## config.mk

```make
export PLATFORM = sky130hd
export DESIGN_NAME = alarm_bank_set_flat
export DESIGN_NICKNAME = d
export VERILOG_FILES = /design/src/rtl/alarm_bank_set_if.sv /design/src/rtl/alarm_bank_set.sv /design/src/flat_wrapper.sv
export SDC_FILE = /design/constraint.sdc
export NUM_CORES = 1
export LEC_CHECK = 0
export CORE_MARGIN = 2
export CORE_UTILIZATION = 67
export DETAILED_ROUTE_END_ITERATION = 6
export PLACE_DENSITY = 0.88
export SYNTH_ARGS = -nofsm -noshare
export SYNTH_HDL_FRONTEND = slang
export SYNTH_SLANG_ARGS = --single-unit
```

## constraint.sdc

```tcl
create_clock -name CLK -period 20 [get_ports CLK]
set_input_delay 3 -clock CLK [delete_from_list [all_inputs] [get_ports CLK]]
set_output_delay 3 -clock CLK [all_outputs]
set_load 0.01 [all_outputs]
```

## src/rtl/alarm_bank_set_if.sv

```systemverilog
`default_nettype none
// ============================================================================
// Module   : alarm_bank_set_if
// Brief    : Button/mode/time inputs and selected-alarm view of alarm_bank_set
// Revision : 1.0
// ============================================================================
interface alarm_bank_set_if #(
    parameter int NUM_ALARMS = 4
) ();
    localparam int SEL_W = (NUM_ALARMS > 1) ? $clog2(NUM_ALARMS) : 1;

    logic [3:0]            NUM_SYNC;
    logic [3:0]            MODE;
    logic                  CUR_MERIDIEM;
    logic [6:0]            CUR_HOUR;
    logic [6:0]            CUR_MIN;
    logic [6:0]            CUR_SEC;
    logic [3:0]            CURSOR;
    logic [SEL_W-1:0]      SEL;
    logic                  MERIDIEM;
    logic [6:0]            HOUR;
    logic [6:0]            MIN;
    logic [6:0]            SEC;
    logic [NUM_ALARMS-1:0] ALARM_EN;
    logic [NUM_ALARMS-1:0] RING_HIT;

    modport master (
        output NUM_SYNC, MODE, CUR_MERIDIEM, CUR_HOUR, CUR_MIN, CUR_SEC,
        input  CURSOR, SEL, MERIDIEM, HOUR, MIN, SEC, ALARM_EN, RING_HIT
    );

    modport slave (
        input  NUM_SYNC, MODE, CUR_MERIDIEM, CUR_HOUR, CUR_MIN, CUR_SEC,
        output CURSOR, SEL, MERIDIEM, HOUR, MIN, SEC, ALARM_EN, RING_HIT
    );
endinterface
`default_nettype wire

```

## src/rtl/alarm_bank_set.sv

```systemverilog
`default_nettype none
// ============================================================================
// Module   : alarm_bank_set
// Brief    : Multi-channel alarm editor and matcher; optional one-shot alarms
//            via macro ALARM_ONESHOT_EN.
// Revision : 1.0
// ============================================================================
module alarm_bank_set #(
    parameter int         NUM_ALARMS  = 4,
    parameter logic [3:0] ACTIVE_MODE = 4'b0000,
    parameter bit         H24         = 1'b0
) (
    input  wire logic        CLK,
    input  wire logic        RESET,
    alarm_bank_set_if.slave  bus
);
    localparam int SEL_W = (NUM_ALARMS > 1) ? $clog2(NUM_ALARMS) : 1;
`ifdef ALARM_ONESHOT_EN
    localparam bit c_ONESHOT = 1'b1;
`else
    localparam bit c_ONESHOT = 1'b0;
`endif

    logic [3:0]            r_cursor;
    logic [SEL_W-1:0]      r_sel;
    logic [6:0]            r_sec  [NUM_ALARMS];
    logic [6:0]            r_min  [NUM_ALARMS];
    logic [6:0]            r_hour [NUM_ALARMS];
    logic                  r_mer  [NUM_ALARMS];
    logic [NUM_ALARMS-1:0] r_en;
    logic [NUM_ALARMS-1:0] r_hit;
    logic [21:0]           r_prev;

    logic                  w_active, w_up, w_dn, w_nx, w_pv;
    logic                  w_changed;
    logic [NUM_ALARMS-1:0] w_hit;
    logic [6:0]            w_cur_sec, w_cur_min, w_cur_hour;
    logic                  w_cur_mer;
    logic [6:0]            w_nxt_sec, w_nxt_min, w_nxt_hour;
    logic                  w_nxt_mer, w_tog_en;
    logic [SEL_W-1:0]      w_nxt_sel;
    logic [3:0]            w_nxt_cursor;

    // Ones digit wraps inside its own tens group (x9 <-> x0).
    function automatic logic [6:0] f_ones(input logic [6:0] v, input logic up);
        logic [6:0] base;
        base = (v / 7'd10) * 7'd10;
        if (up) return ((v - base) == 7'd9) ? base : v + 7'd1;
        else    return (v == base) ? base + 7'd9 : v - 7'd1;
    endfunction

    function automatic logic [6:0] f_tens(input logic [6:0] v, input logic up);
        if (up) return (v >= 7'd50) ? v - 7'd50 : v + 7'd10;
        else    return (v < 7'd10)  ? v + 7'd50 : v - 7'd10;
    endfunction

    function automatic logic [6:0] f_hour_ones(input logic [6:0] h, input logic up);
        logic [6:0] tens, base, lim;
        tens = h / 7'd10;
        base = tens * 7'd10;
        if (tens == 7'd2)             lim = 7'd3;
        else if (!H24 && tens == 7'd1) lim = 7'd1;
        else                           lim = 7'd9;
        if (up) return ((h - base) == lim) ? base : h + 7'd1;
        else    return (h == base) ? base + lim : h - 7'd1;
    endfunction

    function automatic logic [6:0] f_hour_tens(input logic [6:0] h, input logic up);
        logic [6:0] tens, ones, ones_cl;
        tens    = h / 7'd10;
        ones    = h - tens * 7'd10;
        ones_cl = (ones > 7'd3) ? 7'd3 : ones;
        if (!H24) begin
            if (h >= 7'd10)     return h - 7'd10;
            else if (h <= 7'd1) return h + 7'd10;
            else                return 7'd11;
        end
        if (up) begin
            if (tens == 7'd0)      return h + 7'd10;
            else if (tens == 7'd1) return 7'd20 + ones_cl;
            else                   return ones;
        end
        if (tens == 7'd2)      return 7'd10 + ones;
        else if (tens == 7'd1) return ones;
        else                   return 7'd20 + ones_cl;
    endfunction

    function automatic logic [3:0] f_cur_next(input logic [3:0] c);
        if (c == 4'd8)            return 4'd0;
        else if (H24 && c == 4'd5) return 4'd7;
        else                       return c + 4'd1;
    endfunction

    function automatic logic [3:0] f_cur_prev(input logic [3:0] c);
        if (c == 4'd0)            return 4'd8;
        else if (H24 && c == 4'd7) return 4'd5;
        else                       return c - 4'd1;
    endfunction

    assign w_active = (bus.MODE == ACTIVE_MODE);
    assign w_up     = w_active &&  bus.NUM_SYNC[0] && !bus.NUM_SYNC[1];
    assign w_dn     = w_active && !bus.NUM_SYNC[0] &&  bus.NUM_SYNC[1];
    assign w_nx     = w_active &&  bus.NUM_SYNC[2] && !bus.NUM_SYNC[3];
    assign w_pv     = w_active && !bus.NUM_SYNC[2] &&  bus.NUM_SYNC[3];

    assign w_changed = ({bus.CUR_MERIDIEM, bus.CUR_HOUR, bus.CUR_MIN, bus.CUR_SEC} != r_prev);

    for (genvar gi = 0; gi < NUM_ALARMS; gi++) begin : g_match
        assign w_hit[gi] = w_changed && r_en[gi]
                        && (r_sec[gi]  == bus.CUR_SEC)
                        && (r_min[gi]  == bus.CUR_MIN)
                        && (r_hour[gi] == bus.CUR_HOUR)
                        && (H24 || (r_mer[gi] == bus.CUR_MERIDIEM));
    end

    always_comb begin
        w_cur_sec  = r_sec[0];
        w_cur_min  = r_min[0];
        w_cur_hour = r_hour[0];
        w_cur_mer  = r_mer[0];
        for (int i = 0; i < NUM_ALARMS; i++) begin
            if (r_sel == SEL_W'(i)) begin
                w_cur_sec  = r_sec[i];
                w_cur_min  = r_min[i];
                w_cur_hour = r_hour[i];
                w_cur_mer  = r_mer[i];
            end
        end
    end

    // Edits act on the cursor position held before any same-cycle cursor move.
    always_comb begin
        w_nxt_sec  = w_cur_sec;
        w_nxt_min  = w_cur_min;
        w_nxt_hour = w_cur_hour;
        w_nxt_mer  = w_cur_mer;
        w_tog_en   = 1'b0;
        w_nxt_sel  = r_sel;
        if (w_up || w_dn) begin
            case (r_cursor)
                4'd0: w_nxt_sec  = f_ones(w_cur_sec, w_up);
                4'd1: w_nxt_sec  = f_tens(w_cur_sec, w_up);
                4'd2: w_nxt_min  = f_ones(w_cur_min, w_up);
                4'd3: w_nxt_min  = f_tens(w_cur_min, w_up);
                4'd4: w_nxt_hour = f_hour_ones(w_cur_hour, w_up);
                4'd5: w_nxt_hour = f_hour_tens(w_cur_hour, w_up);
                4'd6: if (!H24) w_nxt_mer = ~w_cur_mer;
                4'd7: w_tog_en   = 1'b1;
                4'd8: begin
                    if (w_up) w_nxt_sel = (r_sel == SEL_W'(NUM_ALARMS - 1)) ? '0 : r_sel + SEL_W'(1);
                    else      w_nxt_sel = (r_sel == '0) ? SEL_W'(NUM_ALARMS - 1) : r_sel - SEL_W'(1);
                end
                default: ;
            endcase
        end
        w_nxt_cursor = r_cursor;
        if (w_nx)      w_nxt_cursor = f_cur_next(r_cursor);
        else if (w_pv) w_nxt_cursor = f_cur_prev(r_cursor);
    end

    always_ff @(posedge CLK) begin
        if (RESET) begin
            r_cursor <= 4'd0;
            r_sel    <= '0;
            r_en     <= '0;
            r_hit    <= '0;
            r_prev   <= '0;
            for (int i = 0; i < NUM_ALARMS; i++) begin
                r_sec[i]  <= 7'd0;
                r_min[i]  <= 7'd0;
                r_hour[i] <= 7'd0;
                r_mer[i]  <= 1'b0;
            end
        end else begin
            r_cursor <= w_nxt_cursor;
            r_sel    <= w_nxt_sel;
            r_hit    <= w_hit;
            r_prev   <= {bus.CUR_MERIDIEM, bus.CUR_HOUR, bus.CUR_MIN, bus.CUR_SEC};
            for (int i = 0; i < NUM_ALARMS; i++) begin
                if (r_sel == SEL_W'(i)) begin
                    r_sec[i]  <= w_nxt_sec;
                    r_min[i]  <= w_nxt_min;
                    r_hour[i] <= w_nxt_hour;
                    r_mer[i]  <= w_nxt_mer;
                end
                // A user toggle on the hit edge overrides the one-shot clear.
                if (w_tog_en && r_sel == SEL_W'(i)) r_en[i] <= ~r_en[i];
                else if (c_ONESHOT && w_hit[i])     r_en[i] <= 1'b0;
            end
        end
    end

    assign bus.CURSOR   = r_cursor;
    assign bus.SEL      = r_sel;
    assign bus.MERIDIEM = H24 ? 1'b0 : w_cur_mer;
    assign bus.HOUR     = w_cur_hour;
    assign bus.MIN      = w_cur_min;
    assign bus.SEC      = w_cur_sec;
    assign bus.ALARM_EN = r_en;
    assign bus.RING_HIT = r_hit;
endmodule
`default_nettype wire
```

## src/flat_wrapper.sv

```systemverilog
// flat-port wrapper written by rule: the top's interface ports become plain ports
module alarm_bank_set_flat 
#(
    parameter int         NUM_ALARMS  = 4,
    parameter logic [3:0] ACTIVE_MODE = 4'b0000,
    parameter bit         H24         = 1'b0
)
  (CLK, RESET, bus_NUM_SYNC, bus_MODE, bus_CUR_MERIDIEM, bus_CUR_HOUR, bus_CUR_MIN, bus_CUR_SEC, bus_CURSOR, bus_SEL, bus_MERIDIEM, bus_HOUR, bus_MIN, bus_SEC, bus_ALARM_EN, bus_RING_HIT);
  alarm_bank_set_if #(.NUM_ALARMS(NUM_ALARMS)) bus_i ();
  input  wire logic CLK;
  input  wire logic RESET;
  input wire logic [$bits(bus_i.NUM_SYNC)-1:0] bus_NUM_SYNC;
  input wire logic [$bits(bus_i.MODE)-1:0] bus_MODE;
  input wire logic [$bits(bus_i.CUR_MERIDIEM)-1:0] bus_CUR_MERIDIEM;
  input wire logic [$bits(bus_i.CUR_HOUR)-1:0] bus_CUR_HOUR;
  input wire logic [$bits(bus_i.CUR_MIN)-1:0] bus_CUR_MIN;
  input wire logic [$bits(bus_i.CUR_SEC)-1:0] bus_CUR_SEC;
  output wire logic [$bits(bus_i.CURSOR)-1:0] bus_CURSOR;
  output wire logic [$bits(bus_i.SEL)-1:0] bus_SEL;
  output wire logic [$bits(bus_i.MERIDIEM)-1:0] bus_MERIDIEM;
  output wire logic [$bits(bus_i.HOUR)-1:0] bus_HOUR;
  output wire logic [$bits(bus_i.MIN)-1:0] bus_MIN;
  output wire logic [$bits(bus_i.SEC)-1:0] bus_SEC;
  output wire logic [$bits(bus_i.ALARM_EN)-1:0] bus_ALARM_EN;
  output wire logic [$bits(bus_i.RING_HIT)-1:0] bus_RING_HIT;
  assign bus_i.NUM_SYNC = bus_NUM_SYNC;
  assign bus_i.MODE = bus_MODE;
  assign bus_i.CUR_MERIDIEM = bus_CUR_MERIDIEM;
  assign bus_i.CUR_HOUR = bus_CUR_HOUR;
  assign bus_i.CUR_MIN = bus_CUR_MIN;
  assign bus_i.CUR_SEC = bus_CUR_SEC;
  assign bus_CURSOR = bus_i.CURSOR;
  assign bus_SEL = bus_i.SEL;
  assign bus_MERIDIEM = bus_i.MERIDIEM;
  assign bus_HOUR = bus_i.HOUR;
  assign bus_MIN = bus_i.MIN;
  assign bus_SEC = bus_i.SEC;
  assign bus_ALARM_EN = bus_i.ALARM_EN;
  assign bus_RING_HIT = bus_i.RING_HIT;
  alarm_bank_set #(.NUM_ALARMS(NUM_ALARMS), .ACTIVE_MODE(ACTIVE_MODE), .H24(H24)) u_core (.CLK(CLK), .RESET(RESET), .bus(bus_i));
endmodule
```

# Yosys cells after proc, flatten, opt, wreduce, memory -nomap -nowiden
# Memory sizes are Yosys's and may differ from the RTL's.
# Cells that the tools add are included.
[totals] memories=4 out_inout_bits=36 ff_bits=36 mem_bits_rw=88 elab_cells=247
[op_classes] order_cmp=7 mul=3 n_addsub=28 n_mux=94 reduce_logical=43 bitwise=21 div_mod_pow=3 eq_ne=36
[mem_list] name="u_core.r_hour" depth=4 width=7 rd=4 rd_clocked_by_memory_dff=0 write_ports=4 line="alarm_bank_set.sv:28" source="logic [6:0] r_hour [NUM_ALARMS];"
[mem_list] name="u_core.r_min" depth=4 width=7 rd=4 rd_clocked_by_memory_dff=0 write_ports=4 line="alarm_bank_set.sv:27" source="logic [6:0] r_min [NUM_ALARMS];"
[mem_list] name="u_core.r_sec" depth=4 width=7 rd=4 rd_clocked_by_memory_dff=0 write_ports=4 line="alarm_bank_set.sv:26" source="logic [6:0] r_sec [NUM_ALARMS];"
[mem_list] name="u_core.r_mer" depth=4 width=1 rd=4 rd_clocked_by_memory_dff=0 write_ports=4 line="alarm_bank_set.sv:29" source="logic r_mer [NUM_ALARMS];"
[op_table] operator="$mux W7" n=52
[op_table] operator="$eq A7 B7 Y1" n=16
[op_table] operator="$pmux W7 S2" n=3
[op_table] operator="$add A7 B4 Y7 const B" n=5
[op_table] operator="$logic_and A1 B1 Y1" n=32
[op_table] operator="$mux W1" n=31
[op_table] operator="$ne A22 B22 Y1" n=1
[op_table] operator="$add A7 B1 Y7 const B" n=3
[op_table] operator="$div A7 B4 Y7 const B" n=3
[op_table] operator="$mul A7 B3 Y6 const B" n=3
[op_table] operator="$sub A7 B1 Y7 const B" n=3
[op_table] operator="$sub A7 B4 Y7 const B" n=3
[op_table] operator="$sub A7 B7 Y7" n=3
[op_table] operator="$mux W4" n=5
[op_table] operator="$eq A4 B3 Y1 const B" n=4
[op_table] operator="$or A1 B1 Y1" n=16
[op_table] operator="$add A7 B6 Y7 const B" n=2
[op_table] operator="$eq A7 B4 Y1 const B" n=2
[op_table] operator="$ge A7 B6 Y1 const B" n=2
[op_table] operator="$lt A7 B4 Y1 const B" n=2
[op_table] operator="$sub A7 B6 Y7 const B" n=2
[op_table] operator="$eq A4 B2 Y1 const B" n=2
[op_table] operator="$logic_not A4 Y1" n=2
[op_table] operator="$add A4 B7 Y7 const A" n=1
[op_table] operator="other kinds (24)" n=37

# Depth between registers and ports, before layout
# Gate-level depths: netlist of the first run.
[depth] ltp_word=18 ltp_mapped=37 mapped_depth_nobuf=34

# Worst setup path before layout of the first run
# OpenSTA, ideal clock, no wires.
[synth_timing] path_type="flip-flop to flip-flop" from="register u_core.r_sel[0], in the netlist u_core.bus.SEL[0]" to="memory u_core.r_sec[0][4] (data pin)" required_ns=19.726 stages_incl_launch_ff=35 setup_ns=0.274 t_arrival_ns=7.396 path_slack_ns=12.330 path_cell_list="dfxtp_1 > inv_1 > ha_1 > nor2b_1 > a221o_1 > inv_2 > buf_1 > a21oi_1 > ha_1 > a41o_1 > a41o_1 > maj3_2 > a211oi_1 > nor3b_1 > o21ai_0 > inv_1 > ha_1 > nor2b_1 > nand2_1 > nand4_1 > nand3_1 > or2_2 > ha_1 > ha_1 > fa_1 > inv_1 > ha_1 > and3_1 > nand4_1 > nor2_1 > nor2_1 > a211oi_1 > a21oi_1 > a222oi_1 > nor2_1"
[synth_lines] element="from (decl)" line="alarm_bank_set.sv:25" source="logic [SEL_W-1:0] r_sel;"
[synth_lines] element="from (signal assigned)" line="alarm_bank_set.sv:176" source="r_sel <= w_nxt_sel;"
[synth_lines] element="to (decl)" line="alarm_bank_set.sv:26"

==> results.md, run 1 <==
- Cell taking the most area after synthesis: edfxtp_1
- TNS Setup: 0 ns
- Clock sinks: 124
- Top-count cell post-synth: nor2_1
- Die Y: about 140 µm
- DR WL/cell: 23.3 µm
- Critical path class: reg -> reg
- Delay-heaviest family, CP: simple AND/OR/NAND/NOR gates
- Vias in the first global route: between 10k and 15k
- Hold buffer count at CTS: 0
- Worst min-delay path class: reg -> reg
- Worst Max-Slew Pin Slew: approximately 1.2 ns
- Synthesized area: around 0.012 mm²
- Final Max Tran Viols: 0
- Area Overhead vs Synth: 10.8%
- Total Wirelength: ~38 mm
- PortBufs: 67
- Max-cap violation count: 0
- Leak Pwr: 4.94 nW
- Reg2reg start: u_core.bus.SEL[0]
- Vias per cell: around 7.0
- RePlAce Congestion: a little over 1
- Post-synth EDFFs: 88
- R2R cell count: 35
- CTS tree: yes
- Slew margin rel.: 0.200
- Die Width: roughly 140 µm
- Global-route wire length before repair: about 58 mm
- CP Max Fanout: 35
- Sequential area share after synthesis: 0.288
- Status: finished, final reports clean
- Overflow after GRT: 0
- ANT nets after route: 0
- CP Depth: 35
- Setup violators final: 0
- Insertion delay to the later sink of the worst-skew pair: about 0.43 ns
- Asr flop ratio synth: 0
- Htree depth: 4
- Top post-synthesis cells by area: edfxtp_1 (23%), xnor2_1 (7.1%), ha_1 (6.6%), dfxtp_1 (6.2%), xor2_1 (5.6%)
- Synth cell count leaders: nor2_1 (142), xnor2_1 (95), edfxtp_1 (88)
- Share of the synthesized area in the top cell type: 0.226
- Layout cells sized above 1: 0.0844
- Critical Path RT: 20.13 ns
- Placed cells: between 1.5k and 2k
- Clock Path Buffers: 2
- Avg Synthesized Cell Area: ~8.6 µm²
- Worst setup path endpoint: u_core.r_sec[0][3]
- Vias after detailed routing: 11.2k
- Max Fclk: about 110 MHz
- Router iterations before antenna repair: 6
- Worst-path clk slew: approximately 0.06 ns
- Fin nets: roughly 1.5k
- Largest net degree at the start of global routing: 46
- Setup Fix Bufs, Post-CTS: 0
- Synth warn: 0
- Num CTS Buffers: 17
- Register bit total from synthesis: roughly 120
- RR Endpoint: u_core.r_sec[0][3]
- Cells after Synth: 1,362
- Core area: 0.0172 mm²
- Rows: between 40 and 50
- R2R setup slack: 10.84 ns
- Endpoints failing hold: 0
- Post-synthesis cell type count: a little under 100
- VDD IR max: around 56 µV
- Critical path startpoint category: flip-flop
- Initial antenna violation count: 1
- CP Capture Type: flip-flop
- Max stage delay on crit path: approximately 0.61 ns
- Worst setup path start: u_core.bus.SEL[0]
- CP Data Arrival Time: 9.29 ns
- Setup Skew: about 0.0089 ns
- Ports: 68
- Most used cell, CP: ha_1
- Post-route DRC: 0
- Main synth FF type: edfxtp_1
- Tot GR Track Use: 0.412
- Clk root buf: clkbuf_16
- Die ar.: roughly 0.019 mm²
- HPWL after detailed placement: around 27 mm
- Buf/Inv on CP: 5
- Initial core utilization: 0.680
- Slowest stage cell, crit path: a222oi_1
- Pwr per Cell Area: 53.3 mW/mm²
- Fin crit share: 0.458
- Final Non-Filler Cells: around 1.6k
- Fin util: 0.754
- Initial DRC count: between 1.5k and 2k
- Net count after synthesis: roughly 1.5k
- Cts repair resizes: 0
- Fin crit period: approximately 9.2 ns
- RSZ-0062 raised after global routing: false
[layout by cell type, fill, tap and decap left out, types with 6 or more instances in the layout]
cell               n
o211ai_1          17
nor2b_1           42
dfxtp_1           36
xor2_1            75
inv_6              6
o22ai_1            8
nor3_1            35
fa_1               6
nand3_1           27
nor2_1           141
ha_1              62
clkbuf_16         18
or2_2              6
and2_1            15
nand2_1           79
mux2_2            10
a21o_1            11
edfxtp_1          88
buf_4             17
and3_1            10
a22oi_1           10
a21oi_1           81
a31oi_1           13
mux2i_1           26
a211oi_1          29
clkdlybuf4s50_1   67
inv_2              8
o21ai_0           58
nand4_1           27
mux2_4             6
nand2b_1          20
nor4_1            27
a32oi_1            6
xnor2_1           95
inv_1             57
[worst min path at each step]
stage	start	end	slack [ns]	cells past startpoint
2_1_floorplan	u_core.bus.ALARM_EN[0]	u_core.bus.RING_HIT[0]	0.50	2
3_3_place_gp	u_core.bus.ALARM_EN[3]	u_core.bus.RING_HIT[3]	0.49	2
3_5_place_dp	u_core.bus.ALARM_EN[3]	u_core.bus.RING_HIT[3]	0.50	2
4_1_cts	u_core.bus.ALARM_EN[3]	u_core.bus.RING_HIT[3]	0.50	2
5_1_grt	u_core.bus.ALARM_EN[3]	u_core.bus.RING_HIT[3]	0.51	2
6_report	u_core.bus.ALARM_EN[3]	u_core.bus.RING_HIT[3]	0.50	2
[cell type report]
type / count / area (µm²)
multi-input cells: 1081 / 7650
fillers: 1211 / 4230
flip-flops and latches: 124 / 3360
repair buffers: 84 / 798
clock buffers: 18 / 450
well taps: 225 / 282
inverters: 66 / 248
clock inverters: 14 / 154
diodes: 1 / 2.50
[layer usage]
layer  global-route usage  vias up  wire (µm)  share of wire
li1                     -     4957          -              -
met1                0.533     5201      14100           0.37
met2                0.617      882      16600           0.44
met3                0.119      176       4820           0.13
met4                0.227        0       2110          0.056
met5                    0        -          0              0
[registers in the layout, summed over array words and instances (netlist names)]
name,count
u_core.r_hour,28
u_core.r_min,28
u_core.r_sec,28
u_core.r_prev,22
u_core.bus.ALARM_EN,4
u_core.bus.CURSOR,4
u_core.bus.RING_HIT,4
u_core.r_mer,4
u_core.bus.SEL,2
[report_power, final]
group          leakage [nW]  internal, mW  total, mW  switching (mW)
registers              1.25         0.281      0.288         0.00639
logic                  3.39        0.0343     0.0856          0.0513
clock network         0.300         0.193      0.316           0.123
total                  4.94         0.509      0.690           0.181
[stage by stage]
step	instance area (µm²)	total power [mW]	setup WS, ns	hold slack, ns
2_1_floorplan	11700	0.347	12.33	0.504
3_3_place_gp	12300	0.371	11.54	0.490
3_5_place_dp	12300	0.373	11.16	0.496
4_1_cts	12900	0.684	11.04	0.502
5_1_grt	12900	0.705	10.32	0.513
6_report	12900	0.690	10.84	0.503
[worst register-to-register path: cells and delay by family (launching register included)]
family / cells / cell delay (ns)
AND/OR/NAND/NOR: 13 / 2.78
AO/OA/AOI/OAI: 8 / 2.21
flip-flops: 1 / 0.45
adder cells (fa/ha/maj): 8 / 2.45
multiplexers: 1 / 0.08
buffers and inverters: 5 / 0.90
[cell families (layout without fill, tap and decap cells)]
group	count (synthesis)	in the layout	synth area share
simple gates	458	458	0.197
other cells	0	1	0
mux	42	42	0.0396
buf+inv	157	182	0.0578
xor+xnor	171	171	0.129
fa+ha+maj	74	74	0.0819
flops	124	124	0.288
compound gates	336	336	0.207
No activity file was read; power rests on OpenSTA's default activity.
==> run 2: changes to the inputs <==
--- a/config.mk
+++ b/config.mk
@@ -6,9 +6,9 @@
 export NUM_CORES = 1
 export LEC_CHECK = 0
 export CORE_MARGIN = 2
-export CORE_UTILIZATION = 67
+export CORE_UTILIZATION = 62
 export DETAILED_ROUTE_END_ITERATION = 6
-export PLACE_DENSITY = 0.88
+export PLACE_DENSITY = 0.82
 export SYNTH_ARGS = -nofsm -noshare
 export SYNTH_HDL_FRONTEND = slang
 export SYNTH_SLANG_ARGS = --single-unit
==> constraint.sdc (replaced) <==
create_clock -name CLK -period 9.4 [get_ports CLK]
set_input_delay 1.41 -clock CLK [delete_from_list [all_inputs] [get_ports CLK]]
set_output_delay 1.41 -clock CLK [all_outputs]
set_load 0.01 [all_outputs]
==> results.md, run 2 (synthesis gave the netlist of run 1 again) <==
- R2R setup slack: 0.51 ns (was 10.84 ns)
- Fin crit share: 0.946 (was 0.458)
- Die ar.: 0.0200 mm² (was 0.0185 mm²)
- Total Wirelength: 36.7 mm (was 37.6 mm)
- ANT nets after route: 0 (unchanged)
- CP Data Arrival Time: 9.03 ns (was 9.29 ns)
- Sw Pwr: 0.385 mW (was 0.181 mW)
- # diodes: 0 (was 1)
- Ports: 68 (unchanged)
- Internal cell power: 1.10 mW (was 0.509 mW)
- Largest net degree at the start of global routing: 46 (unchanged)
- Htree depth: 4 (unchanged)
- CP Capture Type: flip-flop (unchanged)
- CP Max Fanout: 20 (was 35)
- Die Y: 141 µm (was 136 µm)
- Endpoints failing hold: 0 (unchanged)
- Delay-heaviest family, CP: adder cells (was simple AND/OR/NAND/NOR gates)
- Final Non-Filler Cells: 1,630 (was 1,613)
- Fillers: 1,427 (was 1,211)
- PortBufs: 67 (unchanged)
- Initial core utilization: 0.629 (was 0.680)
- Setup Skew: 0.0132 ns (was 0.00886 ns)
- RePlAce Congestion: 0.995 (was 1.02)
- Pwr per Cell Area: 114 mW/mm² (was 53.3 mW/mm²)
- Global-route wire length before repair: 56.7 mm (was 57.9 mm)
- Vias after detailed routing: 11.0k (was 11.2k)
- RSZ-0062 raised after global routing: false (unchanged)
- Worst-path clk slew: 0.06 ns (about the same)
- Fin nets: 1,483 (was 1,474)
- Tot GR Track Use: 0.364 (was 0.412)
- Router iterations before antenna repair: 6 (unchanged)
- CTS tree: yes (unchanged)
- Largest regs: u_core.r_hour (28), u_core.r_min (28), u_core.r_sec (28) (unchanged)
- RR Endpoint: u_core.r_min[0][4] (was u_core.r_sec[0][3])
- Layout cells sized above 1: 0.0917 (was 0.0844)
- Worst min-delay path class: reg -> reg (unchanged)
- Post-route DRC: 0 (unchanged)
- Fin crit period: 8.89 ns (was 9.16 ns)
- Area Overhead vs Synth: 11.8% (was 10.8%)
- Status: finished, final reports clean (unchanged)
- Worst Min Path Start: u_core.bus.ALARM_EN[3] (unchanged)
- Initial DRC count: 1,384 (was 1,831)
- Clock Path Buffers: 2 (unchanged)
- Vias in the first global route: 10.2k (was 10.5k)
- Pre-CTS setup slack: 0.661 ns (was 11.16 ns)
- Core area: 0.0186 mm² (was 0.0172 mm²)
- Critical Path RT: 9.54 ns (was 20.13 ns)
- Clk root buf: clkbuf_16 (unchanged)
- FF+latch area: 0.00336 mm² (unchanged)
- Initial antenna violation count: 0 (was 1)
- Most used cell, CP: ha_1 (unchanged)
- Reg2reg start: u_core.bus.SEL[0] (unchanged)
- Die Width: 141 µm (was 136 µm)
- Commonest cells after routing, fill and taps aside: nor2_1 (140), xnor2_1 (95), edfxtp_1 (88) (was nor2_1 (141), xnor2_1 (95), edfxtp_1 (88))
- Leak Pwr: 4.99 nW (was 4.94 nW)
- Worst Max-Slew Pin Slew: 1.19 ns (was 1.20 ns)
- Buf/Inv on CP: 5 (unchanged)
- Most common cell after layout, fill and taps aside: nor2_1 (unchanged)
- Switching Fraction: 0.259 (was 0.263)
- Max-cap violation count: 0 (unchanged)
- Slowest stage cell, crit path: or4b_2 (was a222oi_1)
- Vias per cell: 6.78 (was 6.95)
- Slew margin rel.: 0.204 (was 0.200)
- R2R cell count: 34 (was 35)
- Num CTS Buffers: 17 (unchanged)
- Rows: 50 (was 48)
- Critical path startpoint category: flip-flop (unchanged)
- Hold Crit Depth: 2 (unchanged)
- Max Fclk: 112 MHz (was 109 MHz)
- Seq pwr share: 0.412 (was 0.417)
- Setup violators final: 0 (unchanged)
- Final hold slack: 0.506 ns (was 0.503 ns)
- TNS Setup: 0 ns (unchanged)
- HPWL after detailed placement: 26.6 mm (was 26.5 mm)
- Final Max Tran Viols: 0 (unchanged)
- Comb pwr share: 0.121 (was 0.124)
- Critical path class: reg -> reg (unchanged)
- Overflow after GRT: 0 (unchanged)
- Clock Power Share: 0.467 (was 0.459)
- Clock sinks: 124 (unchanged)
- Max stage delay on crit path: 0.72 ns (was 0.61 ns)
- Setup ws final: 0.507 ns (was 10.84 ns)
- DR WL/cell: 22.5 µm (was 23.3 µm)
- Area of the multi-input gates: 0.00767 mm² (was 0.00765 mm²)
- Hold EP: u_core.bus.RING_HIT[3] (unchanged)
- Placed cells: 1,598 (was 1,580)
- Insertion delay to the later sink of the worst-skew pair: 0.43 ns (about the same)
- VDD IR max: 129 µV (was 56.2 µV)
[run 2: cell count changes in the layout (fill, tap and decap cells not counted), sizes merged]
cell,delta
diode,-1
clkinv,-2
buf,+9
clkinvlp,+2
clkbuf,+1
inv,-1
[run 2: worst max-delay path by stage]
| stage | start | endpoint | slack [ns] | cells after the start |
|---|---|---|---|---|
| 6_report | u_core.bus.SEL[0] | u_core.r_min[0][4] | 0.51 | 34 |
| 5_1_grt | u_core.bus.SEL[0] | u_core.r_sec[0][4] | 0.06 | 33 |
| 4_1_cts | u_core.bus.SEL[0] | u_core.r_min[0][4] | 0.61 | 34 |
| 3_5_place_dp | u_core.bus.SEL[0] | u_core.r_min[0][4] | 0.66 | 31 |
| 3_3_place_gp | u_core.bus.SEL[0] | u_core.r_min[0][4] | 0.96 | 31 |
| 2_1_floorplan | u_core.bus.SEL[0] | u_core.r_sec[0][4] | 1.73 | 34 |
[run 2: area by class of cell]
class / instances / area share
Timing Repair Buffer: 93 / 0.0663
Inverter: 66 / 0.0190
Clock inverter: 13 / 0.0115
Tap cell: 234 / 0.0224
Multi-Input combinational cell: 1081 / 0.587
Clock buffer: 19 / 0.0364
Sequential cell: 124 / 0.257
[run 2: per-stage QoR]
stage | total power [mW] | utilization | instance area [µm²]
2_1_floorplan | 0.739 | - | 11700
3_3_place_gp | 0.793 | 0.668 | 12400
6_report | 1.48 | 0.703 | 13100
5_1_grt | 1.52 | 0.703 | 13100
4_1_cts | 1.47 | 0.702 | 13000
3_5_place_dp | 0.796 | 0.668 | 12400
[run 2: repair_timing]
| action | in CTS | in global routing |
|---|---|---|
| setup buffers | 0 | 0 |
| gates resized for setup | 0 | 3 |
| endpoints found under the setup margin | 0 | 18 |
| hold buffers | 0 | 0 |
[run 2: worst min-delay path: stages (launching register included)]
cell and delay, ns:
dfxtp_1 0.33, nand4_1 0.08, nor4_1 0.05
[run 2: power by group through the flow]
stage          sequential (mW)  clock (mW)  combinational [mW]
6_report                 0.612       0.693               0.180
5_1_grt                  0.613       0.712               0.192
4_1_cts                  0.612       0.688               0.175
3_5_place_dp             0.623           0               0.173
3_3_place_gp             0.622           0               0.171
2_1_floorplan            0.618           0               0.121
[run 2: metal layers]
layer	vias to the layer above	global-route usage	wire length (µm)
met4	0	0.173	1860
met2	757	0.567	16300
li1	4982	-	-
met1	5151	0.488	14400
met5	-	0	0
met3	157	0.0729	4140
